**src/rtl/alu_arbiter.sv**
```systemverilog
// alu_arbiter: shares one 32-bit ALU between NREQ requesters.
// A round-robin grant is made in IDLE; the granted operands are registered
// onto the ALU inputs and held for EXEC_CYCLES cycles, after which the ALU
// results and flags are captured and returned over a valid/ready handshake,
// tagged with the requester index.
//
// Ports:
//   clk, reset                 clock, synchronous active-high reset
//   req_valid/req_ready        per-requester handshake (ready is one-hot or zero)
//   req_a/req_b/req_ctrl       packed per-requester operands and ALUControl
//   alu_a/alu_b/alu_ctrl       registered operands driven to the ALU
//   alu_result1/2, alu_flags   ALU outputs, captured at the end of EXEC
//   rsp_valid/rsp_ready        response handshake
//   rsp_id, rsp_result1/2,     response payload
//   rsp_flags
module alu_arbiter #(
  parameter int unsigned NREQ        = 2,
  parameter int unsigned EXEC_CYCLES = 1
) (
  input  logic                clk,
  input  logic                reset,
  input  logic [NREQ-1:0]     req_valid,
  output logic [NREQ-1:0]     req_ready,
  input  logic [32*NREQ-1:0]  req_a,
  input  logic [32*NREQ-1:0]  req_b,
  input  logic [3*NREQ-1:0]   req_ctrl,
  output logic [31:0]         alu_a,
  output logic [31:0]         alu_b,
  output logic [2:0]          alu_ctrl,
  input  logic [31:0]         alu_result1,
  input  logic [31:0]         alu_result2,
  input  logic [3:0]          alu_flags,
  output logic                rsp_valid,
  input  logic                rsp_ready,
  output logic [2:0]          rsp_id,
  output logic [31:0]         rsp_result1,
  output logic [31:0]         rsp_result2,
  output logic [3:0]          rsp_flags
);

  typedef enum logic [1:0] {IDLE, EXEC, RESP} state_t;

  state_t      state_q, state_d;
  logic [2:0]  last_grant_q, last_grant_d;
  logic [3:0]  cnt_q, cnt_d;
  logic [31:0] alu_a_q, alu_a_d;
  logic [31:0] alu_b_q, alu_b_d;
  logic [2:0]  alu_ctrl_q, alu_ctrl_d;
  logic        rsp_valid_q, rsp_valid_d;
  logic [2:0]  rsp_id_q, rsp_id_d;
  logic [31:0] rsp_result1_q, rsp_result1_d;
  logic [31:0] rsp_result2_q, rsp_result2_d;
  logic [3:0]  rsp_flags_q, rsp_flags_d;

  logic        grant_found;
  logic [2:0]  grant_idx;

  // Round-robin scan starting one past the last grant; the first valid
  // requester encountered wins.
  always_comb begin
    int unsigned cand;
    grant_found = 1'b0;
    grant_idx   = '0;
    cand        = 0;
    for (int unsigned i = 1; i <= NREQ; i++) begin
      cand = (32'(last_grant_q) + i) % NREQ;
      if (!grant_found && ((req_valid >> cand) & NREQ'(1)) != '0) begin
        grant_found = 1'b1;
        grant_idx   = 3'(cand);
      end
    end
  end

  always_comb begin
    req_ready = '0;
    if (state_q == IDLE && grant_found && !reset)
      req_ready = NREQ'(1) << grant_idx;
  end

  always_comb begin
    state_d       = state_q;
    last_grant_d  = last_grant_q;
    cnt_d         = cnt_q;
    alu_a_d       = alu_a_q;
    alu_b_d       = alu_b_q;
    alu_ctrl_d    = alu_ctrl_q;
    rsp_valid_d   = rsp_valid_q;
    rsp_id_d      = rsp_id_q;
    rsp_result1_d = rsp_result1_q;
    rsp_result2_d = rsp_result2_q;
    rsp_flags_d   = rsp_flags_q;
    case (state_q)
      IDLE: begin
        if (grant_found) begin
          alu_a_d      = 32'(req_a >> (32 * grant_idx));
          alu_b_d      = 32'(req_b >> (32 * grant_idx));
          alu_ctrl_d   = 3'(req_ctrl >> (3 * grant_idx));
          last_grant_d = grant_idx;
          rsp_id_d     = grant_idx;
          cnt_d        = 4'(EXEC_CYCLES - 1);
          state_d      = EXEC;
        end
      end
      EXEC: begin
        if (cnt_q != '0) begin
          cnt_d = cnt_q - 4'd1;
        end else begin
          rsp_result1_d = alu_result1;
          rsp_result2_d = alu_result2;
          rsp_flags_d   = alu_flags;
          rsp_valid_d   = 1'b1;
          state_d       = RESP;
        end
      end
      RESP: begin
        if (rsp_ready) begin
          rsp_valid_d = 1'b0;
          state_d     = IDLE;
        end
      end
      default: state_d = IDLE;
    endcase
  end

  always_ff @(posedge clk) begin
    if (reset) begin
      state_q       <= IDLE;
      last_grant_q  <= 3'(NREQ - 1);
      cnt_q         <= '0;
      alu_a_q       <= '0;
      alu_b_q       <= '0;
      alu_ctrl_q    <= '0;
      rsp_valid_q   <= 1'b0;
      rsp_id_q      <= '0;
      rsp_result1_q <= '0;
      rsp_result2_q <= '0;
      rsp_flags_q   <= '0;
    end else begin
      state_q       <= state_d;
      last_grant_q  <= last_grant_d;
      cnt_q         <= cnt_d;
      alu_a_q       <= alu_a_d;
      alu_b_q       <= alu_b_d;
      alu_ctrl_q    <= alu_ctrl_d;
      rsp_valid_q   <= rsp_valid_d;
      rsp_id_q      <= rsp_id_d;
      rsp_result1_q <= rsp_result1_d;
      rsp_result2_q <= rsp_result2_d;
      rsp_flags_q   <= rsp_flags_d;
    end
  end

  assign alu_a       = alu_a_q;
  assign alu_b       = alu_b_q;
  assign alu_ctrl    = alu_ctrl_q;
  assign rsp_valid   = rsp_valid_q;
  assign rsp_id      = rsp_id_q;
  assign rsp_result1 = rsp_result1_q;
  assign rsp_result2 = rsp_result2_q;
  assign rsp_flags   = rsp_flags_q;

endmodule

```
**config.mk**
```make
export PLATFORM = sky130hd
export DESIGN_NAME = alu_arbiter
export DESIGN_NICKNAME = d
export VERILOG_FILES = /design/src/rtl/alu_arbiter.sv
export SDC_FILE = /design/constraint.sdc
export NUM_CORES = 1
export LEC_CHECK = 0
export ABC_CLOCK_PERIOD_IN_PS = 1900
export CORE_AREA = 2 2 137 139
export CTS_BUF_LIST = sky130_fd_sc_hd__clkbuf_4 sky130_fd_sc_hd__clkbuf_8
export DETAILED_ROUTE_END_ITERATION = 10
export DIE_AREA = 0 0 139 141
export PLACE_DENSITY = 0.66
export SLEW_MARGIN = 20
export SYNTH_ARGS = -nofsm -noshare
export SYNTH_HDL_FRONTEND = slang
export SYNTH_SLANG_ARGS = --single-unit
```
**constraint.sdc**
```tcl
create_clock -name clk -period 1.9 [get_ports clk]
set_clock_uncertainty 0.05 [all_clocks]
set_input_delay 0.38 -clock clk [delete_from_list [all_inputs] [get_ports clk]]
set_output_delay 0.38 -clock clk [all_outputs]
set_load 0.1 [all_outputs]
```
==> results.py <==
metrics = {
    "clock_tree": {
        "clockBufferDepth": 2,
        "cts_buffers": 17,
        "clock_latency_ns": 0.44,
        "root_buffer": "clkbuf_8",
        "post_cts_buffers": 0,
        "cts.clk_slew.worst_paths_ns": 0.09,
        "cts_tree": "built",
        "cts_num_sinks": 144,
        "h-tree-depth": 4,
    },
    "critical_path": {
        "worst-path-buf-inv": 3,
        "worstSetupPathType": "in2out",
        "rr_worst_depth": 7,
        "required_ns": 1.47,
        "slowest_delay_ns": 0.42,
        "crit_chain": "clkdlybuf4s50_1 > buf_4 > a21boi_4 > nor3b_4 > buf_12",
        "cp-end-kind": "primary output",
        "slowest_stage": "clkdlybuf4s50_1",
        "regToRegSetupSlack_ns": 0.16,
        "r2r-start": "cnt_q[1]",
        "worstPathArrival_ns": 1.66,
        "worstReg2RegEnd": "rsp_result1[25]",
        "cp_num_cells": 5,
        "crit_family": "buffers and inverters",
        "startpoint_type": "input pin",
        "path_max_fanout": 3,
    },
    "global_route": {
        "grt_antenna_before_repair": 0,
        "use_met1": 0.233,
        "gr-usage-met2": 0.370,
        "grt_max_degree": 61,
        "grt.met3_usage": 0.0822,
        "gr-total-overflow": 0,
        "busiest_layer": "met2",
        "grt_pass1_wl_mm": 32.7,
        "grt_use_total": 0.210,
        "grt_pass1_vias": 5924,
    },
    "timing": {
        "post-route-period-util": 1.10,
        "hold_viol_final": 0,
        "layout_min_cycle_time_ns": 2.09,
        "final_max_slew_viol_count": 0,
        "hold_ws_ns": 0.376,
        "setup_ws_ns": -0.192,
        "fmax_mhz": 478,
        "worstMarginPinSlew_ns": 0.663,
        "rsz0062_at_grt": "yes",
        "setup_violations": 2,
        "slew_headroom": 0.558,
    },
    "synthesis": {
        "yosysTopAreaCellShare": 0.498,
        "yosysMostFrequentCell": "dfxtp_1",
        "async_reset_ff_frac": 0,
        "synth.cell_area_um2": 5790,
        "ys_types": 35,
        "yosys_register_bits": 144,
        "yosysTopAreaCell": "dfxtp_1",
        "synth-seq-area-share": 0.498,
        "synth-edff-count": 0,
        "ys.flop_type": "dfxtp_1",
        "synthTopCellsByCount": "dfxtp_1, a21oi_1, nand3_1",
        "synth_warnings": 0,
        "synth.avg_cell_area_um2": 9.78,
        "synth_area_leaders": "dfxtp_1, mux2i_1, o2bb2ai_1, a21oi_1, nand3_1",
        "synth_cells": 592,
    },
    "min_path": {
        "hp-class": "in2reg",
        "min-delay-start": "reset",
        "hold-path-cell-count": 3,
        "min_to": "rsp_result1[29]",
    },
    "route": {
        "dr.pass1.iters": 4,
        "wl_per_cell_um": 17.9,
        "wirelength_mm": 21.0,
        "via_per_inst": 5.03,
        "antenna_left": 0,
        "drc_errors": 0,
        "first_iter_violations": 239,
        "vias": 5898,
    },
    "die": {
        "io_pins": 348,
        "die_w_um": 139,
        "die_h_um": 141,
        "start_util": 0.317,
        "fp.dieArea_um2": 19600,
        "rows": 50,
        "coreArea_um2": 18300,
    },
    "power": {
        "clockPowerShare": 0.235,
        "swShare": 0.401,
        "power_density_nw_per_um2": 898,
        "seq_power_share": 0.348,
        "p_leak_uw": 0.00427,
        "netSwitchingPower_uw": 4120,
        "combPwrFrac": 0.417,
        "vdd_drop_max_v": 0.000499,
        "power.internal_uw": 6160,
    },
    "layout": {
        "final_nets": 1134,
        "area_growth_pct": 97.7,
        "layout-drive-gt1-share": 0.242,
        "finish.utilization": 0.626,
        "antenna_cells": 0,
        "fillers": 1490,
    },
    "placed_design": {
        "place.gp.congestion": 0.785,
        "dp_hpwl_mm": 15.6,
        "io_buffers": 345,
    },
    "outcome": {
        "failed_checks": "negative setup slack",
        "status": "complete, but fails checks",
    },
    "flow_run": {
        "drv_cap": 0,
    },
}
## tightest hold or removal path: cells and delay by family
kind	cells	cell delay [ns]
AO/OA/AOI/OAI	1	0.06
buffers and inverters	2	0.38
## per-stage QoR
step                instances  setup TNS (ns)  cell area (um^2)  setup WS (ns)  total power [uW]
global placement         1141          -15.15             11000         -0.258              7920
global route             1173          -0.507             11400         -0.258             10700
detailed placement       1141          -15.74             11000         -0.285              7950
finish                   1173          -0.376             11400         -0.192             10300
floorplan                 593          -0.506              5820         -0.295              6030
CTS                      1173          -0.433             11400         -0.229             10400
## power by group through the flow
| stage | Sequential [uW] | Clock [uW] | Combinational [uW] |
|---|---|---|---|
| finish | 3570 | 2410 | 4290 |
| global route | 3600 | 2620 | 4430 |
| CTS | 3570 | 2490 | 4320 |
| detailed placement | 3640 | 0 | 4310 |
| global placement | 3630 | 0 | 4290 |
| floorplan | 5370 | 0 | 663 |
## timing repair
item,4_1_cts,5_1_grt
resized for setup,3,5
pin swaps,1,0
setup endpoints to repair,2,38
hold buffers,0,0
## layer usage
metal  wire length [um]  vias to the layer above
li1                   -                     2847
met1               8110                     2796
met2              10700                      234
met3               1820                       21
met4                385                        0
met5                  0                        -
## logic make-up after synthesis
family,synth area share
AOI/OAI and AO/OA,0.248
DFF,0.498
and+or+nand+nor,0.0806
buffers and inverters,0.0549
muxes,0.116
adders and majority gates,0.00216
other,0.000648
## sequential cells by signal, indices dropped and copies added (netlist names)
signal / count
rsp_flags: 4
cnt_q: 4
rsp_id: 1
rsp_valid: 1
state_q: 2
last_grant_q: 1
alu_a: 32
rsp_result1: 32
rsp_result2: 32
alu_ctrl: 3
alu_b: 32
## area by class of cell
type | count | area [um^2] | share of cell area
Clock buffer | 18 | 241 | 0.0211
Clock inverter | 14 | 143 | 0.0125
Inverter | 5 | 18.8 | 0.00164
Multi-Input combinational cell | 379 | 2650 | 0.232
Sequential cell | 144 | 2890 | 0.252
Tap cell | 234 | 293 | 0.0256
Timing Repair Buffer | 379 | 5210 | 0.455
## placed cells by master (no fill, tap or decap), types with 2 or more instances in the layout
cell type / n
o21ai_1: 4
a21oi_1: 72
clkinvlp_4: 3
nand3_1: 71
nor3_1: 2
o2bb2ai_2: 8
buf_4: 24
clkbuf_8: 17
dfxtp_2: 2
or3_1: 2
nand2_1: 2
bufinv_16: 2
clkdlybuf4s50_1: 204
mux2i_1: 67
buf_12: 148
o21ai_0: 65
nor2_1: 3
o221ai_1: 2
dfxtp_1: 142
o31ai_1: 2
conb_1: 2
inv_1: 5
clkinv_4: 3
clkinv_2: 5
o2bb2ai_1: 59
## worst max path at each step
stage	from	slack, ns	end
detailed placement	req_valid[1]	-0.28	alu_b[17]
global route	state_q[1]	-0.26	req_ready[0]
floorplan	state_q[1]	-0.30	req_ready[0]
finish	req_valid[0]	-0.19	req_ready[1]
global placement	req_valid[1]	-0.26	req_ready[0]
CTS	state_q[1]	-0.23	req_ready[0]
Power figures use the tool's default switching activity.
